`src/rtl/ham_pkg.sv`:
```
// Shared types, widths and the Hamming(7,4) encode function for the link scheduler.
package ham_pkg;

   localparam int DATA_W = 4;
   localparam int DEST_W = 4;
   localparam int CODE_W = 7;
   localparam int PKT_W  = 11;

   typedef enum logic [1:0] {
      ST_IDLE = 2'd0,
      ST_SEND = 2'd1,
      ST_WAIT = 2'd2
   } state_e;

   // Data bits sit at positions 2,4,5,6; parity bits at 0,1,3.
   function automatic logic [CODE_W-1:0] ham74_encode(input logic [DATA_W-1:0] d);
      logic [CODE_W-1:0] c;
      c    = '0;
      c[2] = d[0];
      c[4] = d[1];
      c[5] = d[2];
      c[6] = d[3];
      c[0] = c[2] ^ c[4] ^ c[6];
      c[1] = c[2] ^ c[5] ^ c[6];
      c[3] = c[4] ^ c[5] ^ c[6];
      return c;
   endfunction

endpackage

```
`src/rtl/ham_link_scheduler_if.sv`:
```
// Requester, link and response signals of the scheduler; master = scheduler side.
interface ham_link_scheduler_if
   import ham_pkg::*;
#(
   parameter int NUM_REQ = 4
) ();

   localparam int ID_W = (NUM_REQ > 1) ? $clog2(NUM_REQ) : 1;

   logic [NUM_REQ-1:0]             req_valid;
   logic [NUM_REQ-1:0]             req_ready;
   logic [NUM_REQ-1:0][DATA_W-1:0] req_data;
   logic [NUM_REQ-1:0][DEST_W-1:0] req_dest;
   logic                           pkt_valid;
   logic                           pkt_ready;
   logic [PKT_W-1:0]               pkt_data;
   logic                           resp_valid;
   logic                           resp_ok;
   logic                           drop_valid;
   logic [ID_W-1:0]                drop_id;
   logic                           busy;

   modport master (
      input  req_valid, req_data, req_dest, pkt_ready, resp_valid, resp_ok,
      output req_ready, pkt_valid, pkt_data, drop_valid, drop_id, busy
   );

   modport slave (
      output req_valid, req_data, req_dest, pkt_ready, resp_valid, resp_ok,
      input  req_ready, pkt_valid, pkt_data, drop_valid, drop_id, busy
   );

endinterface

```
`src/rtl/ham74_encoder.sv`:
```
// Combinational Hamming(7,4) encoder.
module ham74_encoder
   import ham_pkg::*;
(
   input  logic [DATA_W-1:0] data_i,
   output logic [CODE_W-1:0] code_o
);

   assign code_o = ham74_encode(data_i);

endmodule

```
`src/rtl/ham_link_scheduler.sv`:
```
// Round-robin requester arbiter that Hamming-encodes one nibble at a time onto a link,
// retrying on NACK/timeout and dropping the packet once the retry budget is spent.
module ham_link_scheduler
   import ham_pkg::*;
#(
   parameter int NUM_REQ      = 4,
   parameter int MAX_RETRY    = 3,
   parameter int RESP_TIMEOUT = 15
) (
   input  logic                  clk,
   input  logic                  rst,
   ham_link_scheduler_if.master  bus
);

   localparam int ID_W  = (NUM_REQ > 1) ? $clog2(NUM_REQ) : 1;
   localparam int RTY_W = (MAX_RETRY > 0) ? $clog2(MAX_RETRY + 1) : 1;
   localparam int TMO_W = (RESP_TIMEOUT > 1) ? $clog2(RESP_TIMEOUT) : 1;

   localparam logic [RTY_W-1:0] RTY_MAX  = RTY_W'(MAX_RETRY);
   localparam logic [TMO_W-1:0] TMO_LAST = TMO_W'(RESP_TIMEOUT - 1);
   localparam logic [ID_W-1:0]  LAST_RST = ID_W'(NUM_REQ - 1);

   state_e             state_q, state_d;
   logic [NUM_REQ-1:0] req_ready_q, req_ready_d;
   logic [ID_W-1:0]    cur_idx_q, cur_idx_d;
   logic [ID_W-1:0]    last_q, last_d;
   logic [RTY_W-1:0]   retry_q, retry_d;
   logic [TMO_W-1:0]   tmo_q, tmo_d;
   logic               pkt_valid_q, pkt_valid_d;
   logic [PKT_W-1:0]   pkt_data_q, pkt_data_d;
   logic               drop_valid_q, drop_valid_d;
   logic [ID_W-1:0]    drop_id_q, drop_id_d;
   logic               busy_q, busy_d;

   logic               pick_found_s;
   logic [ID_W-1:0]    pick_idx_s;
   logic [ID_W-1:0]    cand_s;
   logic               hit_s;
   logic               xfer_s;
   logic               ack_s;
   logic               fail_s;
   logic               drop_s;
   logic [CODE_W-1:0]  code_s;

   function automatic logic [ID_W-1:0] rr_idx(input logic [ID_W-1:0] base, input int k);
      int c;
      c = int'(base) + k;
      if (c >= NUM_REQ) begin
         c = c - NUM_REQ;
      end else begin
         c = c;
      end
      return ID_W'(c);
   endfunction

   ham74_encoder u_enc (
      .data_i (bus.req_data[cur_idx_q]),
      .code_o (code_s)
   );

   // Round-robin search starting just after the last served requester.
   always_comb begin
      pick_found_s = 1'b0;
      pick_idx_s   = '0;
      cand_s       = '0;
      hit_s        = 1'b0;
      for (int k = 1; k <= NUM_REQ; k++) begin
         cand_s       = rr_idx(last_q, k);
         hit_s        = !pick_found_s && bus.req_valid[cand_s];
         pick_idx_s   = hit_s ? cand_s : pick_idx_s;
         pick_found_s = pick_found_s | hit_s;
      end
   end

   assign xfer_s = (state_q == ST_IDLE) && ((bus.req_valid & req_ready_q) != '0);
   assign ack_s  = (state_q == ST_WAIT) && bus.resp_valid && bus.resp_ok;
   assign fail_s = (state_q == ST_WAIT) &&
                   ((bus.resp_valid && !bus.resp_ok) || (!bus.resp_valid && (tmo_q == TMO_LAST)));
   assign drop_s = fail_s && (retry_q >= RTY_MAX);

   // FSM state register
   always_ff @(posedge clk) begin
      if (rst) begin
         state_q <= ST_IDLE;
      end else begin
         state_q <= state_d;
      end
   end

   // FSM next-state logic
   always_comb begin
      state_d = state_q;
      case (state_q)
         ST_IDLE: begin
            if (xfer_s) state_d = ST_SEND;
            else        state_d = ST_IDLE;
         end
         ST_SEND: begin
            if (bus.pkt_ready) state_d = ST_WAIT;
            else               state_d = ST_SEND;
         end
         ST_WAIT: begin
            if (ack_s || drop_s) state_d = ST_IDLE;
            else if (fail_s)     state_d = ST_SEND;
            else                 state_d = ST_WAIT;
         end
         default: state_d = ST_IDLE;
      endcase
   end

   // FSM outputs and datapath next values; a grant is offered for one cycle, then re-arbitrated.
   always_comb begin
      req_ready_d  = '0;
      cur_idx_d    = cur_idx_q;
      last_d       = last_q;
      retry_d      = retry_q;
      tmo_d        = tmo_q;
      pkt_data_d   = pkt_data_q;
      drop_valid_d = 1'b0;
      drop_id_d    = drop_id_q;
      pkt_valid_d  = (state_d == ST_SEND);
      busy_d       = (state_d != ST_IDLE);
      case (state_q)
         ST_IDLE: begin
            if (xfer_s) begin
               pkt_data_d = {bus.req_dest[cur_idx_q], code_s};
               retry_d    = '0;
            end else if ((req_ready_q == '0) && pick_found_s) begin
               req_ready_d = NUM_REQ'(1) << pick_idx_s;
               cur_idx_d   = pick_idx_s;
            end else begin
               req_ready_d = '0;
            end
         end
         ST_SEND: begin
            if (bus.pkt_ready) tmo_d = '0;
            else               tmo_d = tmo_q;
         end
         ST_WAIT: begin
            if (ack_s) begin
               last_d = cur_idx_q;
            end else if (drop_s) begin
               drop_valid_d = 1'b1;
               drop_id_d    = cur_idx_q;
               last_d       = cur_idx_q;
            end else if (fail_s) begin
               retry_d = retry_q + RTY_W'(1);
            end else begin
               tmo_d = tmo_q + TMO_W'(1);
            end
         end
         default: begin
            req_ready_d = '0;
         end
      endcase
   end

   // Datapath and output registers
   always_ff @(posedge clk) begin
      if (rst) begin
         req_ready_q  <= '0;
         cur_idx_q    <= '0;
         last_q       <= LAST_RST;
         retry_q      <= '0;
         tmo_q        <= '0;
         pkt_valid_q  <= 1'b0;
         pkt_data_q   <= '0;
         drop_valid_q <= 1'b0;
         drop_id_q    <= '0;
         busy_q       <= 1'b0;
      end else begin
         req_ready_q  <= req_ready_d;
         cur_idx_q    <= cur_idx_d;
         last_q       <= last_d;
         retry_q      <= retry_d;
         tmo_q        <= tmo_d;
         pkt_valid_q  <= pkt_valid_d;
         pkt_data_q   <= pkt_data_d;
         drop_valid_q <= drop_valid_d;
         drop_id_q    <= drop_id_d;
         busy_q       <= busy_d;
      end
   end

   assign bus.req_ready  = req_ready_q;
   assign bus.pkt_valid  = pkt_valid_q;
   assign bus.pkt_data   = pkt_data_q;
   assign bus.drop_valid = drop_valid_q;
   assign bus.drop_id    = drop_id_q;
   assign bus.busy       = busy_q;

endmodule

```
`src/flat_wrapper.sv`:
```
// flat-port wrapper written by rule: the top's interface ports become plain ports
module ham_link_scheduler_flat import ham_pkg::*;
#(
   parameter int NUM_REQ      = 4,
   parameter int MAX_RETRY    = 3,
   parameter int RESP_TIMEOUT = 15
)
  (clk, rst, bus_req_valid, bus_req_data, bus_req_dest, bus_pkt_ready, bus_resp_valid, bus_resp_ok, bus_req_ready, bus_pkt_valid, bus_pkt_data, bus_drop_valid, bus_drop_id, bus_busy);
  ham_link_scheduler_if #(.NUM_REQ(NUM_REQ)) bus_i ();
  input  logic clk;
  input  logic rst;
  input wire logic [$bits(bus_i.req_valid)-1:0] bus_req_valid;
  input wire logic [$bits(bus_i.req_data)-1:0] bus_req_data;
  input wire logic [$bits(bus_i.req_dest)-1:0] bus_req_dest;
  input wire logic [$bits(bus_i.pkt_ready)-1:0] bus_pkt_ready;
  input wire logic [$bits(bus_i.resp_valid)-1:0] bus_resp_valid;
  input wire logic [$bits(bus_i.resp_ok)-1:0] bus_resp_ok;
  output wire logic [$bits(bus_i.req_ready)-1:0] bus_req_ready;
  output wire logic [$bits(bus_i.pkt_valid)-1:0] bus_pkt_valid;
  output wire logic [$bits(bus_i.pkt_data)-1:0] bus_pkt_data;
  output wire logic [$bits(bus_i.drop_valid)-1:0] bus_drop_valid;
  output wire logic [$bits(bus_i.drop_id)-1:0] bus_drop_id;
  output wire logic [$bits(bus_i.busy)-1:0] bus_busy;
  assign bus_i.req_valid = bus_req_valid;
  assign bus_i.req_data = bus_req_data;
  assign bus_i.req_dest = bus_req_dest;
  assign bus_i.pkt_ready = bus_pkt_ready;
  assign bus_i.resp_valid = bus_resp_valid;
  assign bus_i.resp_ok = bus_resp_ok;
  assign bus_req_ready = bus_i.req_ready;
  assign bus_pkt_valid = bus_i.pkt_valid;
  assign bus_pkt_data = bus_i.pkt_data;
  assign bus_drop_valid = bus_i.drop_valid;
  assign bus_drop_id = bus_i.drop_id;
  assign bus_busy = bus_i.busy;
  ham_link_scheduler #(.NUM_REQ(NUM_REQ), .MAX_RETRY(MAX_RETRY), .RESP_TIMEOUT(RESP_TIMEOUT)) u_core (.clk(clk), .rst(rst), .bus(bus_i));
endmodule
```
`config.mk`:
```
export PLATFORM = sky130hd
export DESIGN_NAME = ham_link_scheduler_flat
export DESIGN_NICKNAME = d
export VERILOG_FILES = /design/src/rtl/ham_pkg.sv /design/src/rtl/ham_link_scheduler_if.sv /design/src/rtl/ham74_encoder.sv /design/src/rtl/ham_link_scheduler.sv /design/src/flat_wrapper.sv
export SDC_FILE = /design/constraint.sdc
export NUM_CORES = 1
export LEC_CHECK = 0
export ABC_AREA = 1
export CELL_PAD_IN_SITES_DETAIL_PLACEMENT = 1
export CELL_PAD_IN_SITES_GLOBAL_PLACEMENT = 2
export CORE_UTILIZATION = 21
export DETAILED_ROUTE_END_ITERATION = 8
export PLACE_DENSITY = 0.82
export RECOVER_POWER = 100
export SETUP_SLACK_MARGIN = 0.05
export SLEW_MARGIN = 20
export SYNTH_ARGS = -nofsm -noshare
export SYNTH_HDL_FRONTEND = slang
export SYNTH_SLANG_ARGS = --single-unit
export TNS_END_PERCENT = 5
```
`constraint.sdc`:
```
create_clock -name clk -period 1.4 [get_ports clk]
set_input_delay 0.28 -clock clk [delete_from_list [all_inputs] [get_ports clk]]
set_output_delay 0.28 -clock clk [all_outputs]
set_load 0.01 [all_outputs]
```
-- Yosys cells after proc, flatten, opt, wreduce, memory -nomap -nowiden
Cells that the tools add are included.
- register bits: 32
- word-level logic and storage cells: 128
- input port bits: 41
- output and inout port bits: 20
- bits in latches: 0
- memories: 0
- bits in read-only memories: 0
- memory bits (writable): 0
- add/sub/neg operators: 10
- $lt $le $gt $ge: 10
- bitwise gates (word level): 15
- shift operators: 1
- multiplexer cells: 38
- $mul: 0
- eq/ne operators: 10
- divide/modulo/power cells: 0
- reductions and logical operators: 33
- operators by type and width (operator ; count):
    2-bit two-way mux ; 17
    4-bit two-way mux ; 6
    4-bit binary-select mux with 2-bit select ; 2
    2-bit by 3-bit < comparator with 1-bit output, second input constant ; 5
    1-bit logical AND ; 11
    5-bit AND reduction ; 2
    3-bit greater-or-equal comparator, second input constant ; 3
    1-bit binary-select mux with 2-bit select ; 4
    2-bit != test, second input constant ; 4
    4-bit case mux with 2 select lines ; 1
    2-bit nonzero test ; 4
    2-bit by 1-bit subtractor with 2-bit output, second input constant ; 4
    2-bit by 2-bit adder with 3-bit output, second input constant ; 2
    1-bit two-way mux ; 6
    2-bit case mux with 3 select lines ; 1
    3-bit AND reduction ; 2
    1-bit bitwise XOR ; 6
    1-bit logical NOT ; 5
    1-bit inverter ; 5
    2-bit by 3-bit adder with 4-bit output, second input constant ; 1
    4-bit by 1-bit adder with 4-bit output, second input constant ; 1
    4-bit bitwise AND ; 1
    2-bit by 1-bit == test with 1-bit output, second input constant ; 2
    4-bit == test, second input constant ; 1
    16 further kinds ; 21

-- Logic depth before layout (Yosys ltp)
- depth in word-level cells: 17
- depth in mapped cells: 12
- depth with buffers taken out: 11

-- Modules after synthesis
A second synthesis with hierarchy kept.
- cells, all modules: 290
- area, all modules: 1863.0 µm²
- modules (own cells, without submodules) (module ; instances ; cells each ; area an instance (µm²) ; sequential area each (µm²)):
    ham_link_scheduler ; 1 ; 261 ; 1731.7 ; 640.6
    ham74_encoder ; 1 ; 29 ; 131.4 ; 0.0

-- Worst setup path after synthesis
OpenSTA, ideal clock, no wires.
- path kind: register to register
- start: register u_core.tmo_q[0]
- end: register u_core.last_q[0]
- library setup time: 119 ps
- slack: 55 ps
- path buffers: 0
- stages on the path, launching flop included: 11
- arrival: 1226 ps
- period minus slack after synthesis: 1345 ps
- cells stage by stage: dfxtp_1 > inv_1 > ha_1 > nand3_1 > nand2_1 > nand3_1 > inv_1 > nand2_1 > nand2_1 > a21oi_1 > o21ai_1
- cells in the longest elaborated chain, start to end: 7
- ends and longest elaborated chain (what ; line ; source):
    start, declared ; ham_link_scheduler.sv:28 ; logic [TMO_W-1:0] tmo_q, tmo_d;
    start signal, assigned ; ham_link_scheduler.sv:176 ; tmo_q <= tmo_d;
    4-bit == test ; ham_link_scheduler.sv:78 ; ((bus.resp_valid && !bus.resp_ok) || (!bus.resp_valid && (tmo_q == TMO_LAST)));
    1-bit logical AND ; ham_link_scheduler.sv:78 ;
    1-bit logical OR ; ham_link_scheduler.sv:78 ;
    1-bit logical AND ; ham_link_scheduler.sv:77 ; assign fail_s = (state_q == ST_WAIT) &&
    1-bit logical AND ; ham_link_scheduler.sv:79 ; assign drop_s = fail_s && (retry_q >= RTY_MAX);
    2-bit nonzero test (no source line) ; -- ;
    2-bit AND reduction (no source line) ; -- ;
    end signal, assigned ; ham_link_scheduler.sv:174 ; last_q <= last_d;
    end, declared ; ham_link_scheduler.sv:26 ; logic [ID_W-1:0] last_q, last_d;
Every way passes these cells.
A chain may end at the register's enable or synchronous reset.

-- Worst setup path in the final report
- start: register u_core.last_q[0]
- end: register u_core.cur_idx_q[1]
- cells in the longest elaborated chain, start to end: 16
- ends and longest elaborated chain (what ; line ; source):
    2-bit by 1-bit adder with 3-bit output ; ham_link_scheduler.sv:47 ; c = int'(base) + k;
    3-bit greater-or-equal comparator or 2-bit by 1-bit subtractor with 2-bit output (tied branches) ; ham_link_scheduler.sv:48, ham_link_scheduler.sv:49 ;
    2-bit two-way mux ; ham_link_scheduler.sv:48 ; if (c >= NUM_REQ) begin
    1-bit binary-select mux with 2-bit select ; ham_link_scheduler.sv:69 ; hit_s = !pick_found_s && bus.req_valid[cand_s];
    1-bit two-way mux (implied by the code) ; ham_link_scheduler.sv:69 ;
    1-bit logical NOT ; ham_link_scheduler.sv:69 ;
    1-bit logical AND ; ham_link_scheduler.sv:69 ;
    1-bit OR ; ham_link_scheduler.sv:71 ; pick_found_s = pick_found_s | hit_s;
    1-bit logical NOT ; ham_link_scheduler.sv:69 ;
    1-bit logical AND ; ham_link_scheduler.sv:69 ;
    1-bit OR ; ham_link_scheduler.sv:71 ;
    1-bit logical NOT ; ham_link_scheduler.sv:69 ;
    1-bit logical AND ; ham_link_scheduler.sv:69 ;
    1-bit OR ; ham_link_scheduler.sv:71 ;
    1-bit logical AND ; ham_link_scheduler.sv:128 ; end else if ((req_ready_q == '0) && pick_found_s) begin
    3-bit AND reduction (no source line) ; -- ;
    end signal, assigned ; ham_link_scheduler.sv:173 ; cur_idx_q <= cur_idx_d;
    end, declared ; ham_link_scheduler.sv:25 ; logic [ID_W-1:0] cur_idx_q, cur_idx_d;
Several ways; a longest one is shown, not always the timed one. The select of a mux whose other input is x is not followed.

==> impl_metrics.env <==
export IMPL_via_per_inst=4.47
export IMPL_dpl_cell_area_um2=2860
export IMPL_nets=432
export IMPL_routed_wirelength_um=6590
export IMPL_nFillCells=1092
export IMPL_fin_crit_sh_pct=104
export IMPL_fmax_mhz=687
export IMPL_antenna_found_initial=0
export IMPL_syn_area_per_cell_um2=6.54
export IMPL_core_um2=8760
export IMPL_cts_tree="yes"
export IMPL_skew_ns=0.00786
export IMPL_p_seq_share_pct=38.0
export IMPL_htreeDepth=2
export IMPL_holdPathStages=2
export IMPL_clock_power_share_pct=27.3
export IMPL_fin_ws_ns=-0.0556
export IMPL_place_inst=484
export IMPL_post_drt_wl_per_cell_um=13.3
export IMPL_synth_cells=291
export IMPL_layout_cells_non_filler=497
export IMPL_required_ns=1.59
export IMPL_antenna_cells=0
export IMPL_critPathKind="reg2reg"
export IMPL_synth_edf_count=0
export IMPL_synthArstFlopShare_pct=0
export IMPL_synth_seq_cells=32
export IMPL_seq_area_frac_synth_pct=33.7
export IMPL_die_w_um=97.2
export IMPL_report_final_slew_viol_count=0
export IMPL_overflow=0
export IMPL_worstPathArrival_ns=1.64
export IMPL_p_per_area_nw_per_um2=878
export IMPL_netlist_area_um2=1900
export IMPL_design_area_um2=3190
export IMPL_switching_share_pct=33.7
export IMPL_r2r_slack_ns=-0.06
export IMPL_p_comb_share_pct=34.7
export IMPL_max_cap_violations=0
export IMPL_dieArea_um2=9440
export IMPL_first_pass_iters=4
export IMPL_layout_commonest_cell="nand2_1"
export IMPL_cts_max_path_buffers=2
export IMPL_r2r_cells=12
export IMPL_violations="setup timing"
export IMPL_final_cell_mix="nand2_1, nor2_1, clkdlybuf4s50_1"
export IMPL_layout_drive_gt1_share_pct=28.5
export IMPL_clock_sinks=32
export IMPL_max_slew_margin_pct=83.4
export IMPL_drt_initial_drc_count=42
export IMPL_die_h_um=97.2
export IMPL_synth_flop_cell="dfxtp_1"
export IMPL_root_buffer="clkbuf_8"
export IMPL_timing_rr_end="u_core.cur_idx_q[1]$_SDFFE_PP0P_"
export IMPL_path_clk_slew_ns=0.07
export IMPL_insertion_delay_ns=0.29
export IMPL_grt_pass1_vias=2344
export IMPL_synth_fp_nets=335
export IMPL_drc_errors=0
export IMPL_status="finished with violations"
export IMPL_ant_nets=0
export IMPL_netlist_cell_type_count=31
export IMPL_ys_warnings_count=0
export IMPL_end_kind="flop"
export IMPL_io_pins=61
export IMPL_num_vias=2222
export IMPL_register_area_um2=651
export IMPL_regToRegStartpoint="u_core.last_q[0]$_SDFFE_PP1P_"
export IMPL_cp_max_fo=8
export IMPL_setup_tns_final_ns=-0.256
export IMPL_numPortBuffers=60
export IMPL_min_to="u_core.bus.drop_id[0]$_SDFFE_PP0P_"
export IMPL_dp_hpwl_um=5160
export IMPL_multiInputGateArea_um2=1290
export IMPL_grt_total_usage_pct=14.5
export IMPL_worstHoldPathType="reg2reg"
export IMPL_tightest_slew_ns=0.248
export IMPL_start_util_pct=21.7
export IMPL_min_period_ns=1.46
export IMPL_cts_hold_buf=0
export IMPL_hp_start="u_core.bus.drop_id[0]$_SDFFE_PP0P_"
export IMPL_gp_congestion=0.835
export IMPL_rsz0062_at_grt="yes"
export IMPL_p_int_w=0.00186
export IMPL_setup_viol=6
export IMPL_syn_to_final_growth_pct=67.6
export IMPL_grt_start_max_net_pins=17
export IMPL_p_switching_w=0.000944
export IMPL_numCtsBuffers=5
export IMPL_leakage_nw=1.53
export IMPL_hold_viol=0
export IMPL_rows=34
export IMPL_worstSetupStartpointType="flop"
export IMPL_irDropWorstVdd_mv=0.442
export IMPL_grt_pass1_wl_um=10900
## worst max-delay path by stage
stage                                  startpoint                             endpoint  slack [ns]
floorplan            u_core.tmo_q[0]$_SDFFE_PP0P_        u_core.last_q[0]$_SDFFE_PP1P_        0.05
global placement                 bus_req_valid[1]  u_core.bus.pkt_data[3]$_SDFFE_PP0P_       -0.44
detailed placement               bus_req_valid[2]  u_core.bus.pkt_data[7]$_SDFFE_PP0P_       -0.48
CTS                 u_core.last_q[0]$_SDFFE_PP1P_     u_core.cur_idx_q[1]$_SDFFE_PP0P_       -0.07
global route        u_core.last_q[0]$_SDFFE_PP1P_   u_core.bus.req_ready[2]$_SDFF_PP0_       -0.14
finish              u_core.last_q[0]$_SDFFE_PP1P_     u_core.cur_idx_q[1]$_SDFFE_PP0P_       -0.06
## cells in the mapped netlist (2+ instances only)
| cell type | n | area [um^2] |
|---|---|---|
| nor3_1 | 4 | 20.0 |
| o211ai_1 | 2 | 15.0 |
| buf_2 | 4 | 20.0 |
| nand3_1 | 20 | 100 |
| o21ai_2 | 3 | 26.3 |
| a21oi_1 | 11 | 55.1 |
| o21ai_0 | 23 | 115 |
| dfxtp_1 | 32 | 641 |
| inv_2 | 2 | 7.51 |
| o21ai_1 | 4 | 20.0 |
| nor2_2 | 2 | 12.5 |
| ha_1 | 3 | 37.5 |
| buf_6 | 2 | 22.5 |
| nand2_4 | 5 | 56.3 |
| a31oi_1 | 5 | 31.3 |
| nand4_1 | 2 | 12.5 |
| clkbuf_1 | 2 | 7.51 |
| nand2_1 | 71 | 267 |
| inv_1 | 26 | 97.6 |
| nor2_1 | 48 | 180 |
| nand2_2 | 9 | 56.3 |
| and3_1 | 2 | 12.5 |
## power groups by stage
stage	clock [W]	combinational [W]	sequential [W]
6_report	0.000764	0.000972	0.00106
5_1_grt	0.000830	0.00109	0.00108
4_1_cts	0.000802	0.000942	0.00107
3_5_place_dp	0	0.000960	0.00108
3_3_place_gp	0	0.000937	0.00109
2_1_floorplan	0	0.000463	0.00110
## worst max-delay path: stages, from the launching register on
cell     delay [ns]
dfxtp_2        0.35
buf_12         0.15
inv_16         0.06
nand2_4        0.06
nand2_2        0.07
nand2_4        0.08
nand2_4        0.08
nor2_8         0.14
nand3_4        0.09
nand2_4        0.09
nor2_4         0.05
nand2_2        0.09
nand2_1        0.05
## area by class of cell
| cell class | instances | share of cell area [%] |
|---|---|---|
| sequential | 32 | 20.4 |
| tap | 108 | 4.24 |
| clock buffer | 8 | 2.83 |
| inverter | 30 | 4.20 |
| timing repair buffer | 99 | 28.0 |
| multi-input combinational | 220 | 40.3 |
## what timing repair did
item | in CTS | in global routing
gates cloned | 0 | 0
setup buffers | 3 | 2
pin swaps | 15 | 25
setup endpoints to repair | 47 | 29
gates resized for setup | 51 | 46
## stage by stage
step	worst slack (ns)	hold WS [ns]	utilization (%)	power (W)
after CTS	-0.0695	0.463	34.5	0.00281
after global placement	-0.444	0.454	32.6	0.00202
final	-0.0556	0.461	36.4	0.00280
after detailed placement	-0.483	0.456	32.6	0.00204
after global routing	-0.144	0.493	36.4	0.00300
after floorplan	0.0547	0.485	-	0.00157
## cells by family (layout without fill, tap and decap cells)
kind of cell,count (synthesis),after routing,share of synthesized area (%)
AOI/OAI and AO/OA,51,51,15.0
and+or+nand+nor,166,166,39.9
DFF,32,32,33.7
buffers and inverters,39,137,9.47
adders and majority gates,3,3,1.97
## flip-flops by register name, summed over array words and instances (netlist names)
name and count:
u_core.bus.busy 1, u_core.bus.drop_id 2, u_core.bus.drop_valid 1, u_core.bus.pkt_data 11
u_core.bus.pkt_valid 1, u_core.bus.req_ready 4, u_core.cur_idx_q 2, u_core.last_q 2
u_core.retry_q 2, u_core.state_q 2, u_core.tmo_q 4
## metal layers
layer	GRT usage, %	routed length [um]
met1	17.9	2950
met2	24.9	3360
met3	3.24	163
met4	5.17	110
met5	0	0
Note: power is estimated with default switching activity, not from simulation.
